`config.mk`:
```
export PLATFORM = sky130hd
export DESIGN_NAME = score_ctrl_flat
export DESIGN_NICKNAME = d
export VERILOG_FILES = /design/src/rtl/score_pkg.sv /design/src/rtl/score_if.sv /design/src/rtl/bcd_digit_add.sv /design/src/rtl/score_ctrl.sv /design/src/flat_wrapper.sv
export SDC_FILE = /design/constraint.sdc
export NUM_CORES = 1
export LEC_CHECK = 0
export ABC_AREA = 1
export BUFFER_PORTS_ARGS = -buffer_cell sky130_fd_sc_hd__buf_4
export CORE_MARGIN = 10
export CORE_UTILIZATION = 57
export CTS_CLUSTER_SIZE = 24
export DETAILED_ROUTE_END_ITERATION = 8
export GPL_TIMING_DRIVEN = 0
export PLACE_DENSITY_LB_ADDON = 0.25
export SKIP_CTS_REPAIR_TIMING = 1
export SLEW_MARGIN = 20
export SYNTH_ARGS = -nofsm -noshare
export SYNTH_HDL_FRONTEND = slang
export SYNTH_SLANG_ARGS = --single-unit
```
`constraint.sdc`:
```
create_clock -name cclk -period 3.5 [get_ports cclk]
set_clock_uncertainty 0.05 [all_clocks]
set_input_delay 0.525 -clock cclk [delete_from_list [all_inputs] [get_ports cclk]]
set_output_delay 0.525 -clock cclk [all_outputs]
set_load 0.01 [all_outputs]
```
`src/rtl/score_pkg.sv`:
```
// score_pkg: shared FSM encoding, BCD limits and award clamping for the score controller.
package score_pkg;
   typedef enum logic [1:0] {IDLE, ADD, COMMIT} state_t;
   localparam logic [3:0] BCD_MAX = 4'd9;
   localparam logic [15:0] SCORE_MAX = 16'h9999;
   function automatic logic [7:0] clamp_award(input logic [7:0] p);
      return {(p[7:4] > BCD_MAX) ? BCD_MAX : p[7:4], (p[3:0] > BCD_MAX) ? BCD_MAX : p[3:0]};
   endfunction
endpackage

```
`src/rtl/score_if.sv`:
```
// score_if: award request bus between requesters and the score controller.
interface score_if #(parameter int NREQ = 3);
   logic [NREQ-1:0] req;
   logic [8*NREQ-1:0] pts;
   logic [NREQ-1:0] ack;
   modport master(output req, pts, input ack);
   modport slave(input req, pts, output ack);
endinterface

```
`src/rtl/bcd_digit_add.sv`:
```
// bcd_digit_add: single-digit decimal adder with carry in/out.
module bcd_digit_add (
   input  logic [3:0] a,
   input  logic [3:0] b,
   input  logic       cin,
   output logic [3:0] sum,
   output logic       cout
);
   logic [4:0] t;
   assign t = {1'b0, a} + {1'b0, b} + {4'd0, cin};
   assign cout = t > 5'd9;
   assign sum = cout ? 4'(t - 5'd10) : t[3:0];
endmodule

```
`src/rtl/score_ctrl.sv`:
```
// score_ctrl: round-robin award arbiter with a digit-serial BCD score adder,
// saturating score, high-score tracking and a free-running display scan strobe.
module score_ctrl import score_pkg::*; #(
   parameter int NREQ = 3,
   parameter int SCAN_DIV = 16
) (
   input  logic        cclk,
   input  logic        clr,
   input  logic        game_rst,
   score_if.slave      bus,
   output logic [15:0] score,
   output logic [15:0] hiscore,
   output logic        busy,
   output logic        sat,
   output logic        scan_tick
);
   localparam int SW = (SCAN_DIV > 2) ? $clog2(SCAN_DIV) : 1;
   state_t state, nxt;
   logic [1:0] ptr, gidx, dcnt;
   logic found, grant, carry, dcout;
   logic [7:0] award;
   logic [15:0] acc, commit_val;
   logic [3:0] bdig, dsum;
   logic [SW-1:0] scnt;
   always_comb begin
      found = 1'b0;
      gidx = ptr;
      for (int k = 0; k < NREQ; k++)
         if (!found && bus.req[(int'(ptr) + k) % NREQ]) begin
            found = 1'b1;
            gidx = 2'((int'(ptr) + k) % NREQ);
         end
   end
   // clr gates the combinational grant so no ack escapes while reset is held
   assign grant = !clr && state == IDLE && !game_rst && found;
   assign bus.ack = grant ? NREQ'(1) << gidx : '0;
   assign busy = state != IDLE;
   always_comb begin
      nxt = game_rst ? IDLE :
            state == IDLE ? (found ? ADD : IDLE) :
            state == ADD ? (dcnt == 2'd3 ? COMMIT : ADD) : IDLE;
   end
   always_ff @(posedge cclk or posedge clr)
      if (clr) state <= IDLE;
      else state <= nxt;
   assign bdig = dcnt[1] ? 4'd0 : award[{dcnt[0], 2'b00} +: 4];
   bcd_digit_add u_add (.a(acc[{dcnt, 2'b00} +: 4]), .b(bdig), .cin(carry), .sum(dsum), .cout(dcout));
   assign commit_val = carry ? SCORE_MAX : acc;
   always_ff @(posedge cclk or posedge clr)
      if (clr) begin
         ptr <= 2'd0;
         dcnt <= 2'd0;
         carry <= 1'b0;
         award <= 8'd0;
         acc <= 16'd0;
         score <= 16'd0;
         hiscore <= 16'd0;
         sat <= 1'b0;
      end else begin
         if (grant) begin
            ptr <= (gidx == 2'(NREQ - 1)) ? 2'd0 : gidx + 2'd1;
            award <= clamp_award(bus.pts[{gidx, 3'b000} +: 8]);
            acc <= score;
            dcnt <= 2'd0;
            carry <= 1'b0;
         end
         if (state == ADD) begin
            acc[{dcnt, 2'b00} +: 4] <= dsum;
            carry <= dcout;
            dcnt <= dcnt + 2'd1;
         end
         if (game_rst) begin
            score <= 16'd0;
            sat <= 1'b0;
         end else if (state == COMMIT) begin
            score <= commit_val;
            sat <= sat | carry;
            if (commit_val > hiscore) hiscore <= commit_val;
         end
      end
   always_ff @(posedge cclk or posedge clr)
      if (clr) scnt <= '0;
      else scnt <= (scnt == SW'(SCAN_DIV - 1)) ? '0 : scnt + 1'b1;
   assign scan_tick = scnt == SW'(SCAN_DIV - 1);
endmodule

```
`src/flat_wrapper.sv`:
```
// flat-port wrapper written by rule: the top's interface ports become plain ports
module score_ctrl_flat import score_pkg::*;
#(
   parameter int NREQ = 3,
   parameter int SCAN_DIV = 16
)
  (cclk, clr, game_rst, score, hiscore, busy, sat, scan_tick, bus_req, bus_pts, bus_ack);
  score_if #(.NREQ(NREQ)) bus_i ();
  input  logic cclk;
  input  logic clr;
  input  logic game_rst;
  output logic [15:0] score;
  output logic [15:0] hiscore;
  output logic busy;
  output logic sat;
  output logic scan_tick;
  input wire logic [$bits(bus_i.req)-1:0] bus_req;
  input wire logic [$bits(bus_i.pts)-1:0] bus_pts;
  output wire logic [$bits(bus_i.ack)-1:0] bus_ack;
  assign bus_i.req = bus_req;
  assign bus_i.pts = bus_pts;
  assign bus_ack = bus_i.ack;
  score_ctrl #(.NREQ(NREQ), .SCAN_DIV(SCAN_DIV)) u_core (.cclk(cclk), .clr(clr), .game_rst(game_rst), .bus(bus_i), .score(score), .hiscore(hiscore), .busy(busy), .sat(sat), .scan_tick(scan_tick));
endmodule
```
==> results of run 1 <==
## layout make-up
type	count	area, µm²
tap	99	123.9
timing repair buffer	68	523.0
clock inverter	1	30.03
clock buffer	14	172.7
buffer	14	61.31
multi-input combinational	377	2131
sequential	68	1703
fill	605	2136
inverter	88	334.1
## critical path, cell delays in order (launching register included)
cell	delay (ps)
dfrtp_1	530
clkbuf_2	330
inv_1	170
fa_1	430
inv_1	100
fa_1	440
inv_1	110
ha_1	170
nand2_1	50
nand3_1	80
nand2_1	100
xor2_1	340
nor2_1	80
nand2_1	120
o22ai_1	90
## cells in the mapped netlist (3+ instances only)
cell type  instances  area [µm²]
nand2_1          102       382.9
inv_1             80       300.3
dfrtp_1           68        1702
nor2_1            62       232.7
o21ai_0           40       200.2
nand3_1           31       155.2
ha_1              29       362.9
o22ai_1           28       175.2
a21oi_1           22       110.1
clkbuf_1          11       41.29
o21ai_1            7       35.03
nor3_1             6       30.03
inv_2              5       18.77
nand2_2            5       31.28
nand4_1            5       31.28
xor2_1             5       43.79
buf_2              4       20.02
o21a_1             4       30.03
nand2_4            3       33.78
nor2_2             3       18.77
o21bai_1           3       22.52
## metal layers
layer	track usage, %	vias to the layer above	part of all wire, %
met2	35.07	171	50
li1	-	1950	-
met5	0	-	0
met1	22.85	1890	41
met4	7.060	0	2.1
met3	4.348	23	7.2
## power by group through the flow
stage / clock, mW / combinational [mW] / sequential, mW
after floorplan: 0 / 2.79 / 1.23
after global placement: 0 / 3.66 / 1.23
after detailed placement: 0 / 3.79 / 1.24
after CTS: 0.677 / 3.83 / 1.23
after global routing: 0.707 / 4.35 / 1.28
final: 0.670 / 3.90 / 1.26
## per-stage QoR
step / setup WS (ps) / instances / hold slack (ps) / setup TNS [ps] / utilization (%)
floorplan: 314.8 / 549 / 403.5 / 0 / -
global placement: -206.2 / 715 / 419.7 / -1003 / 67.20
detailed placement: -236.3 / 716 / 430.3 / -1630 / 67.52
CTS: -250.7 / 731 / 103.1 / -1827 / 70.33
global route: 16.27 / 729 / 125.9 / 0 / 70.40
finish: 176.6 / 729 / 96.32 / 0 / 70.40
## sequential cells by signal, summed over array words and instances (netlist names)
register / flops
u_core.score: 16
u_core.carry: 1
u_core.award: 8
u_core.scnt: 4
u_core.sat: 1
u_core.state: 2
u_core.acc: 16
u_core.hiscore: 16
u_core.dcnt: 2
u_core.ptr: 2
## placed cells by master (no fill, tap or decap), types with 6 or more instances in the layout
cell	instances
clkbuf_1	9
inv_1	79
inv_2	6
buf_2	6
o21ai_0	40
o21ai_1	7
nor2_1	62
ha_1	29
o22ai_1	28
clkbuf_8	12
dfrtp_1	67
a21oi_1	22
nand3_1	31
buf_4	67
nor3_1	6
nand2_1	102
## logic make-up after synthesis
kind of cell | share of synthesized area, %
xor gates and xnor gates | 1.245
buffers and inverters | 9.395
AOI/OAI and AO/OA | 16.18
DFF | 40.31
adders and majority gates | 9.544
and+or+nand+nor | 23.33
## worst max-delay path by stage
stage,from,to,slack (ps),depth (start not counted)
final,u_core.carry,u_core.acc[5],180,14
after global routing,u_core.carry,u_core.acc[6],20,16
after CTS,u_core.dcnt[0],u_core.acc[15],-250,17
after detailed placement,u_core.dcnt[0],u_core.acc[15],-240,17
after global placement,u_core.dcnt[0],u_core.acc[15],-210,17
after floorplan,u_core.dcnt[0],u_core.acc[15],310,17
==> results.sh, run 1 <==
export IMPL_placed_cell_area_um2=4871
export IMPL_grt_pass1_vias=4015
export IMPL_drc=0
export IMPL_clk_latency_ps=340
export IMPL_leakage_nw=2.566
export IMPL_clockPowerShare_pct=11.5
export IMPL_synth_edff_count=0
export IMPL_port_buffers=67
export IMPL_clock_sinks=68
export IMPL_drive_gt1_share_pct=18.89
export IMPL_finalCritPeriodShare_pct=94.96
export IMPL_reg2regPathDepth=14
export IMPL_power_total_mw=5.832
export IMPL_synth_distinct_cells=41
export IMPL_ys_flop_type="dfrtp_1"
export IMPL_rsz0062_at_grt="false"
export IMPL_worst_pin_slew_ps=550.5
export IMPL_syn_mean_instance_area_um2=7.690
export IMPL_clockBufferDepth=2
export IMPL_crit_reg2reg_capture="u_core.acc[5]"
export IMPL_cts_buffers=9
export IMPL_cp_end_kind="flop"
export IMPL_yosysSeqAreaShare_pct=40.31
export IMPL_power_density_nw_per_um2=1148
export IMPL_final_area_um2=5079
export IMPL_hold_viol_final=0
export IMPL_grt_overflow=0
export IMPL_maxCapViolations=0
export IMPL_syn_nets=610
export IMPL_wl_per_cell_um=15.34
export IMPL_cts_tree="yes"
export IMPL_p_switching_mw=3.021
export IMPL_start_util_pct=58.52
export IMPL_synth_warning_count=0
export IMPL_htree_levels=3
export IMPL_grt_antenna_before_repair=0
export IMPL_intPower_mw=2.810
export IMPL_cp_data_arrival_time_ps=3490
export IMPL_path_max_fanout=10
export IMPL_drtIter0Drc=329
export IMPL_path_class="reg2reg"
export IMPL_ys_seq_elements=68
export IMPL_n_antenna_cell=0
export IMPL_r2r_start="u_core.carry"
export IMPL_dp_hpwl_um=8832
export IMPL_vias=4034
export IMPL_maxSlewViolCount=0
export IMPL_synthArstFlopShare_pct=100.0
export IMPL_fmax_ghz=0.3009
export IMPL_seqPwrFrac_pct=21.6
export IMPL_drt_wl_total_um=11180
export IMPL_place_gp_congestion=0.9483
export IMPL_clkTransAtPathRegs_ps=70
export IMPL_dieArea_um2=11250
export IMPL_row_count=31
export IMPL_status="complete, no violations"
export IMPL_r2r_slack_ps=180
export IMPL_root_buffer="clkbuf_8"
export IMPL_core_area_um2=7214
export IMPL_area_delta_synth_final_pct=20.30
export IMPL_vdd_ir_drop_worst_mv=0.8434
export IMPL_required_ps=3660
export IMPL_grtUsageTotal_pct=19.75
export IMPL_period_minus_slack_ps=3323
export IMPL_grt_pass1_wl_um=18470
export IMPL_worst_hold_path_type="in2async"
export IMPL_finalSetupViolations=0
export IMPL_die_h_um=106.1
export IMPL_dieWidth_um=106.1
export IMPL_synth_area_um2=4222
export IMPL_startpoint_type="flop"
export IMPL_maxSlewHeadroom_pct=63.30
export IMPL_viasPerCell=5.534
export IMPL_syn_inst=549
export IMPL_p_comb_share_pct=66.9
export IMPL_first_pass_iters=6
export IMPL_ant_nets=0
export IMPL_io_pins=68
export IMPL_grt_max_degree=45
export IMPL_fin_nets=687
export IMPL_p_sw_share_pct=51.81
(Power assumes the default switching activity.)
==> run 2: changes to the inputs <==
--- a/config.mk
+++ b/config.mk
@@ -8,7 +8,7 @@
 export ABC_AREA = 1
 export BUFFER_PORTS_ARGS = -buffer_cell sky130_fd_sc_hd__buf_4
 export CORE_MARGIN = 10
-export CORE_UTILIZATION = 57
+export CORE_UTILIZATION = 58
 export CTS_CLUSTER_SIZE = 24
 export DETAILED_ROUTE_END_ITERATION = 8
 export GPL_TIMING_DRIVEN = 0
@@ -17,4 +17,5 @@
 export SLEW_MARGIN = 20
 export SYNTH_ARGS = -nofsm -noshare
 export SYNTH_HDL_FRONTEND = slang
+export SYNTH_HIERARCHICAL = 1
 export SYNTH_SLANG_ARGS = --single-unit
==> run 2 against run 1 <==
  * Final cell count up 5.2%
  * Synthesized area is 5.3% higher
  * Register-to-register slack gained 70 ps
  * Total power up 5.8%
  * Wire length rose by 4.7%
  * Non-clock buffer count increased by 3
  * Critical path depth grew 2
  * Die area rose by 2.8%
  * Critical endpoint is now u_core/acc[2]
  * Largest power group unchanged
  * Highest routed layer unchanged
==> results.sh, run 2 <==
export IMPL_grt_pass1_vias=4197
export IMPL_maxSlewViolCount=0
export IMPL_root_buffer="clkbuf_8"
export IMPL_wl_met1_um=5007
export IMPL_reg_largest_list="u_core/acc x16, u_core/hiscore x16, u_core/score x16"
export IMPL_dieArea_um2=11570
export IMPL_vdd_ir_drop_worst_mv=1.872
export IMPL_maxSlewHeadroom_pct=59.36
export IMPL_most_common_layout_cells="132 x nand2_1, 72 x inv_1, 69 x buf_4"
export IMPL_place_gp_congestion=0.9175
export IMPL_die_h_um=107.6
export IMPL_yosysSeqAreaShare_pct=38.27
export IMPL_port_buffers=67
export IMPL_synth_top_cell_area_share_pct=38.27
export IMPL_path_class="reg2reg"
export IMPL_wl_per_cell_um=15.26
export IMPL_maxCapViolations=0
export IMPL_clock_sinks=68
export IMPL_viasPerCell=5.583
export IMPL_power_density_nw_per_um2=1151
export IMPL_holdWs_ps=46.06
export IMPL_synth_most_common_cell="nand2_1"
export IMPL_required_ps=3700
export IMPL_final_area_um2=5358
export IMPL_rsz0062_at_grt="false"
export IMPL_grt_pass1_wl_um=19600
export IMPL_synth_area_leaders="dfrtp_1 38%, nand2_1 11%, ha_1 8.7%"
export IMPL_placed_cell_area_um2=5104
export IMPL_met3WireLength_um=774
export IMPL_cts_tree="yes"
export IMPL_clk_latency_ps=340
export IMPL_fin_nets=727
export IMPL_worst_pin_slew_ps=607.3
export IMPL_synth_area_leader_cell="dfrtp_1"
export IMPL_cp_end_kind="flop"
export IMPL_power_total_mw=6.168
export IMPL_path_max_fanout=10
export IMPL_drtIter0Drc=349
export IMPL_start_util_pct=60.34
export IMPL_synth_warning_count=6
export IMPL_final_common_cell="nand2_1"
export IMPL_clockBufferDepth=2
export IMPL_cts_buffers=9
export IMPL_grt_antenna_before_repair=0
export IMPL_finalCoreUtilization_pct=72.70
export IMPL_htree_levels=3
export IMPL_syn_mean_instance_area_um2=7.627
export IMPL_hold_viol_final=0
export IMPL_worst_hold_path_type="in2async"
export IMPL_ys_flop_type="dfrtp_1"
export IMPL_status="complete, no violations"
export IMPL_finalSetupViolations=0
export IMPL_reg2regPathDepth=16
export IMPL_synth_edff_count=0
export IMPL_core_area_um2=7370
export IMPL_dieWidth_um=107.6
export IMPL_grtUsageTotal_pct=20.52
export IMPL_dp_hpwl_um=9022
export IMPL_vias=4282
export IMPL_highest_layer="met4"
export IMPL_grt_overflow=0
export IMPL_row_count=31
export IMPL_fmax_ghz=0.3070
export IMPL_period_minus_slack_ps=3258
export IMPL_drive_gt1_share_pct=21.56
export IMPL_leakage_nw=2.783
export IMPL_r2r_slack_ps=240
export IMPL_finalCritPeriodShare_pct=93.08
export IMPL_io_pins=68
export IMPL_area_delta_synth_final_pct=20.48
export IMPL_cp_data_arrival_time_ps=3460
export IMPL_synth_area_um2=4447
export IMPL_ant_nets=0
export IMPL_grt_max_degree=58
export IMPL_drc=0
export IMPL_synth_distinct_cells=37
export IMPL_clkTransAtPathRegs_ps=70
export IMPL_synthTopCellsByCount="135 x nand2_1, 73 x inv_1, 68 x dfrtp_1"
export IMPL_drt_wl_total_um=11700
export IMPL_wl_met2_um=5798
export IMPL_syn_nets=646
export IMPL_fin_tns_setup_ps=0
export IMPL_ys_seq_elements=68
export IMPL_n_antenna_cell=0
export IMPL_synthArstFlopShare_pct=100.0
export IMPL_syn_inst=583
export IMPL_startpoint_type="flop"
export IMPL_first_pass_iters=5
-- run 2: cell types whose count changed in the layout (fill, tap and decap cells not counted), moves of 5 or more --
cell / delta
nand2_1: +30
o22ai_1: -22
a31oi_1: +21
nor2_1: -21
o21ai_0: +15
nand3_1: +13
nand2_2: +9
a21oi_1: -8
a41oi_1: +8
inv_1: -7
nand3_2: +6
nand4_1: -5
-- run 2: power breakdown --
part / switching, mW / leakage (nW) / internal [mW] / total, mW
logic: 2.78 / 1.78 / 1.46 / 4.24
registers: 0.201 / 0.894 / 1.02 / 1.22
clock network: 0.291 / 0.109 / 0.417 / 0.708
total: 3.27 / 2.78 / 2.90 / 6.17
-- run 2: worst paths after layout --
kind | from | end
max in group asynchronous | clr | u_core/score[1]
min in group cclk | game_rst | u_core/state[0]
min | clr | u_core/award[4]
max | u_core/dcnt[0] | u_core/acc[2]
max reg2reg | u_core/dcnt[0] | u_core/acc[2]
min reg2reg | u_core/award[0] | u_core/award[0]
-- run 2: layout make-up --
| class | count | area, µm² |
|---|---|---|
| clock inverter | 4 | 73.82 |
| multi-input combinational | 417 | 2381 |
| tap | 99 | 123.9 |
| timing repair buffer | 70 | 545.5 |
| fill | 595 | 2012 |
| clock buffer | 11 | 141.4 |
| inverter | 83 | 322.8 |
| sequential | 68 | 1703 |
| buffer | 15 | 66.31 |
-- run 2: logic make-up (layout without fill, tap and decap cells) --
group,after synthesis,count (layout),share of synthesized area (%)
xor gates and xnor gates,2,2,0.3940
buffers and inverters,98,183,8.413
DFF,68,68,38.27
adders and majority gates,33,33,9.623
and+or+nand+nor,260,260,26.98
AOI/OAI and AO/OA,122,122,16.32
-- run 2: critical path, cell delays in order, from the launching register on --
cell	delay (ps)
dfrtp_2	420
inv_1	90
clkbuf_2	180
o21ai_0	190
o22ai_1	130
fa_2	430
fa_1	410
nand2_1	120
nand2_2	90
ha_1	250
a21oi_4	150
nand2_4	80
nand2_4	70
nand2_1	60
nand2_2	120
a41oi_1	140
a31oi_1	180
-- run 2: stage by stage --
| stage | std cells | setup slack [ps] |
|---|---|---|
| after floorplan | 583 | 488.0 |
| after global routing | 767 | 17.24 |
| final | 767 | 242.2 |
| after global placement | 749 | 90.58 |
| after CTS | 765 | -18.25 |
| after detailed placement | 750 | -4.240 |
-- run 2: layer usage --
| metal | track usage, % | up-vias |
|---|---|---|
| met4 | 5.153 | 0 |
| met3 | 5.808 | 12 |
| met2 | 34.74 | 141 |
| li1 | - | 2081 |
| met5 | 0 | - |
| met1 | 25.05 | 2048 |
